**config.mk**
```make
export PLATFORM = sky130hd
export DESIGN_NAME = pc_register_unit
export DESIGN_NICKNAME = d
export VERILOG_FILES = /design/src/rtl/pc_register_unit.sv
export SDC_FILE = /design/constraint.sdc
export NUM_CORES = 1
export LEC_CHECK = 0
export ABC_CLOCK_PERIOD_IN_PS = 5900
export BUFFER_PORTS_ARGS = -buffer_cell sky130_fd_sc_hd__buf_2
export CAP_MARGIN = 15
export CORE_UTILIZATION = 50
export DETAILED_ROUTE_END_ITERATION = 7
export PLACE_DENSITY = 0.84
export REMOVE_ABC_BUFFERS = 1
export SYNTH_ARGS = -nofsm -noshare
export SYNTH_HDL_FRONTEND = slang
export SYNTH_SLANG_ARGS = --single-unit
```
**constraint.sdc**
```tcl
create_clock -name clk -period 5.9 [get_ports clk]
set_input_delay 1.18 -clock clk [delete_from_list [all_inputs] [get_ports clk]]
set_output_delay 1.18 -clock clk [all_outputs]
set_load 0.02 [all_outputs]
```
**src/rtl/pc_register_unit.sv**
```systemverilog
// Program-counter register unit for the multicycle MIPS datapath.
// Holds PC, EPC and a sticky misaligned-fetch fault with its offending address.
module pc_register_unit #(
  parameter logic [31:0] RESET_VECTOR = 32'h0000_0000,
  parameter logic        CHECK_ALIGN  = 1'b1
) (
  input  logic        clk,
  input  logic        reset,
  input  logic [31:0] pc_next,
  input  logic        pc_write,
  input  logic        pc_write_cond,
  input  logic [1:0]  branch_op,
  input  logic        alu_zero,
  input  logic        alu_neg,
  input  logic        epc_write,
  input  logic [31:0] epc_in,
  input  logic        fault_ack,
  output logic [31:0] pc,
  output logic [31:0] epc,
  output logic        branch_taken,
  output logic        pc_loaded,
  output logic        fault_pending,
  output logic [31:0] fault_addr
);

  typedef enum logic {S_IDLE, S_FAULT} fault_state_e;

  fault_state_e state_q;
  logic [31:0]  pc_q, pc_d;
  logic [31:0]  epc_q, epc_d;
  logic         pc_loaded_q, pc_loaded_d;
  logic         fault_pending_q;
  logic [31:0]  fault_addr_q;
  logic         cond, load_req, misaligned, new_fault;

  // Branch condition from the ALU flags; zero/neg describe the compare result.
  always_comb begin
    cond = 1'b0;
    unique case (branch_op)
      2'b00: cond = alu_zero;
      2'b01: cond = ~alu_zero;
      2'b10: cond = alu_zero | alu_neg;
      2'b11: cond = ~alu_zero & ~alu_neg;
    endcase
  end

  // Load decision and next-state for PC, EPC and the load pulse.
  always_comb begin
    branch_taken = pc_write_cond & cond;
    load_req     = pc_write | branch_taken;
    misaligned   = CHECK_ALIGN & (pc_next[1:0] != 2'b00);
    new_fault    = load_req & misaligned;
    pc_loaded_d  = load_req & ~misaligned;
    pc_d         = pc_loaded_d ? pc_next : pc_q;
    epc_d        = epc_write ? epc_in : epc_q;
  end

  // PC / EPC / load-pulse registers; a misaligned target leaves PC untouched.
  always_ff @(posedge clk or posedge reset) begin
    if (reset) begin
      pc_q        <= RESET_VECTOR;
      epc_q       <= '0;
      pc_loaded_q <= 1'b0;
    end else begin
      pc_q        <= pc_d;
      epc_q       <= epc_d;
      pc_loaded_q <= pc_loaded_d;
    end
  end

  // Fault FSM: a new fault always wins over an ack in the same cycle.
  always_ff @(posedge clk or posedge reset) begin
    if (reset) begin
      state_q         <= S_IDLE;
      fault_pending_q <= 1'b0;
      fault_addr_q    <= '0;
    end else begin
      unique case (state_q)
        S_IDLE: begin
          if (new_fault) begin
            state_q         <= S_FAULT;
            fault_pending_q <= 1'b1;
            fault_addr_q    <= pc_next;
          end
        end
        S_FAULT: begin
          if (new_fault) begin
            fault_addr_q <= pc_next;
          end else if (fault_ack) begin
            state_q         <= S_IDLE;
            fault_pending_q <= 1'b0;
          end
        end
      endcase
    end
  end

  assign pc            = pc_q;
  assign epc           = epc_q;
  assign pc_loaded     = pc_loaded_q;
  assign fault_pending = fault_pending_q;
  assign fault_addr    = fault_addr_q;

endmodule
```
# Yosys cells after proc, flatten, opt, wreduce, memory -nomap -nowiden

Cells that the tools add are included.

Muxes and demuxes: 10
Reduce and logical (&&, ||, !) cells: 3
Equality and inequality tests: 6
Bitwise gates (word level): 10

Operator list:

| kind                                                | number |
|---|---|
| two-way mux 32 bit                                  | 1 |
| two-way mux 1 bit                                   | 6 |
| inequality test 2 bit, second input constant        | 3 |
| bitwise AND 1 bit                                   | 4 |
| equality test 2 bit, second input constant          | 2 |
| NOT 1 bit                                           | 4 |
| case mux 1 bit (2 select lines)                     | 2 |
| case mux 1 bit (4 select lines)                     | 1 |
| AND reduction 3 bit                                 | 1 |
| equality test 2 x 1 -> 1 bit, second input constant | 1 |
| logical NOT 2 bit                                   | 1 |
| bitwise OR 1 bit                                    | 2 |
| nonzero test 2 bit                                  | 1 |

Register bits: 99
Output and inout bits: 99
Word-level logic and storage cells: 35

# Depth between registers and ports, before layout

Word-level depth: 8
Depth in mapped cells: 5
Mapped depth without buffers: 4

# Worst setup path after synthesis

Ideal clock, no wire load.

Path type: input port to output port
Start point: input port alu_neg
End point: output port branch_taken
Path buffers: 0
Stages on the path: 2
Data required time: 4,720 ps
Slack: 2,922 ps
Data arrival time: 1,798 ps
Path through: a21oi_2 > mux2i_4

Longest elaborated chain between the ends: 4
Elaborated cells between the ends (all ways): 5
Classes of those cells: 1 x mux; 4 x bitwise

Ends and longest elaborated chain:

| element                           | RTL line | source |
|---|---|---|
| start: declaration                | 14       | `input logic alu_neg,` |
| NOT 1 bit                         | 43       | `2'b11: cond = ~alu_zero & ~alu_neg;` |
| bitwise AND 1 bit                 | 43       |  |
| case mux 1 bit (4 select lines) * | 39       | `unique case (branch_op)` |
| bitwise AND 1 bit *               | 49       | `branch_taken = pc_write_cond & cond;` |
| end: declaration                  | 20       | `output logic branch_taken,` |

Every way passes the cells marked *; elsewhere a longest branch is shown, timed or not.

# Worst setup path after layout

Ends and elaborated chain as after synthesis.

==> metrics.yaml <==
setup_viol: 0
final_hold_viol_count: 0
cp.depth: 4
holdPathStages: 1
antenna_found_initial: 0
synth.avg_cell_area_um2: 16.8
setup_ws_ns: 2.63
cts_buffers: 9
slew_violations: 0
power_density_nw_per_um2: 352
grt_pass1_wl_um: 11200
detail_route.vias_per_cell: 4.93
worstPathArrival_ns: 2.09
first_iter_violations: 55
die_x_um: 88.8
min_period_ns: 3.27
dieHeight_um: 88.8
start_util_pct: 52.0
antenna_cells: 0
firstDrtPassIters: 4
die-area_um2: 7890
antenna_left: 0
rsz0062_at_grt: "false"
power_w: 0.00173
wl_per_cell_um: 15.1
root_buffer: "clkbuf_8"
vias: 2475
slowest_stage: "mux2i_4"
synth_cell_types: 21
cp.required_ns: 4.72
postCtsResizedCells: 0
relSlewSlack_pct: 26.2
outcome: "finished clean"
grt_pass1_vias: 2306
synth_cells: 224
critical_path_class: "input port to output port"
cts.path.max_buffers: 2
core_um2: 7250
drive_gt1_share_pct: 69.7
cp-end-kind: "output port"
cpMostUsedCell: "buf_2"
cts_tree: "built"
clock_latency_ns: 0.34
syn-cell-area_um2: 3770
drc_errors: 0
synth-seq-cells: 99
leakage_nw: 2.42
htree_levels: 3
max_freq_mhz: 306
crit_path_start_kind: "input port"
yosysWarnings: 0
cts_sinks: 99
ys_seq_area_share_pct: 65.7
worst_pin_slew_ns: 1.11
cts_setup_buffers: 0
max_stage_delay_ns: 0.39
skew_ns: 0.000168
rows: 31
routed_wl_um: 7560
cp_max_fo: 7
grt_max_degree: 54
gr-usage-all-layers_pct: 19.2
gr-total-overflow: 0
crit_chain: "buf_2 -> a21oi_2 -> mux2i_4 -> buf_2"
fin_nets: 472
clkTransAtPathRegs_ns: 0.09
io_buffers: 172
pin_count: 173
setup_tns_ns: 0
maxCapViolations: 0
path_delay_family: "multiplexers"
area_delta_synth_final_pct: 30.8
irDropWorstVdd_mv: 0.198
hold_buffers: 0
finalCritPeriodShare_pct: 55.5
r2r_cells: 3
cp.buffers_inverters: 2
dpl.hpwl_um: 5550
gp_congestion: 0.714
pre_cts_ws_ns: 2.63
hold_path_class: "flop to flop"
==> state kept, by name, indices dropped and copies added (netlist names) <==
signal,flops
epc,32
fault_addr,32
pc,32
fault_pending,1
pc_loaded,1
state_q,1
==> power by group <==
part	switching [W]	internal [W]	leakage, nW	total, W
clock	0.000221	0.000294	0.123	0.000515
sequential	0.0000441	0.000774	1.17	0.000818
combinational	0.000233	0.000167	1.13	0.000400
==> stage by stage <==
| stage | cells | hold slack [ns] | area [µm²] | util, % |
|---|---|---|---|---|
| 6_report | 502 | 0.490 | 4930 | 68.0 |
| 5_1_grt | 502 | 0.513 | 4930 | 68.0 |
| 4_1_cts | 502 | 0.496 | 4930 | 68.0 |
| 3_5_place_dp | 486 | 0.475 | 4680 | 64.6 |
| 3_3_place_gp | 486 | 0.465 | 4680 | 64.6 |
| 2_1_floorplan | 214 | 0.521 | 3690 | - |
==> logic make-up (layout without fill, tap and decap cells) <==
group | count (synthesis) | in the layout | share of synthesized area, %
AOI/OAI and AO/OA | 10 | 10 | 2.39
muxes | 93 | 93 | 28.1
buffers and inverters | 14 | 193 | 2.59
and+or+nand+nor | 8 | 8 | 1.23
DFF | 99 | 99 | 65.7
==> layout make-up <==
| type | instances | area (µm²) |
|---|---|---|
| clock buffers | 10 | 138 |
| repair buffers | 173 | 868 |
| clock inverters | 6 | 111 |
| well taps | 99 | 124 |
| fillers | 535 | 2320 |
| inverters | 4 | 17.5 |
| flip-flops and latches | 99 | 2480 |
| multi-input cells | 111 | 1190 |
==> placed cells by master, fill, tap and decap left out, types with 2 or more instances in the layout <==
cell	netlist	final
mux2_2	86	86
o21ai_0	4	4
clkbuf_8	0	10
and2_1	2	2
mux2_1	6	6
inv_1	4	3
dfrtp_1	99	99
buf_2	0	172
bufinv_16	0	3
a22o_1	2	2
==> path summary, 6_finish.rpt <==
| path | from | end | slack (ns) |
|---|---|---|---|
| setup / recovery | alu_neg | branch_taken | 2.63 |
| max in group asynchronous | reset | pc[22]$_DFFE_PP0P_ | 3.93 |
| hold / removal | fault_addr[19]$_DFFE_PP0P_ | fault_addr[19]$_DFFE_PP0P_ | 0.49 |
| setup reg to reg | state_q$_DFF_PP0_ | fault_pending$_DFFE_PP0P_ | 4.95 |
| hold reg to reg | fault_addr[19]$_DFFE_PP0P_ | fault_addr[19]$_DFFE_PP0P_ | 0.49 |
| min in group asynchronous | reset | epc[31]$_DFFE_PP0P_ | 0.89 |
==> Yosys cell counts <==
cell,instances,area share [%]
a21oi_2,1,0.23
a22o_1,2,0.46
nor4b_1,1,0.23
mux2_2,86,26
nor2_1,1,0.099
mux2i_4,1,0.60
inv_1,4,0.40
a211oi_1,1,0.20
nand2b_1,1,0.17
clkbuf_1,1,0.099
nand3_1,1,0.13
o21ai_0,4,0.53
nand2_1,1,0.099
o21ai_4,1,0.43
buf_1,3,0.30
buf_6,6,1.8
mux2_1,6,1.8
or2_2,1,0.17
dfrtp_1,99,66
o22ai_4,1,0.53
and2_1,2,0.33
==> worst reg2reg max path: stages (launching register included) <==
cell	delay [ns]
dfrtp_1	0.36
inv_1	0.06
nor4b_1	0.29
a211oi_1	0.08
==> layer usage <==
layer / part of all wire [%] / track usage, % / vias to the layer above
met5: 0 / 0 / -
met4: 2.2 / 9.53 / 0
met3: 4.9 / 4.20 / 12
met2: 55 / 33.4 / 74
met1: 38 / 22.5 / 1254
li1: - / - / 1135
No activity file was read; power rests on OpenSTA's default activity.
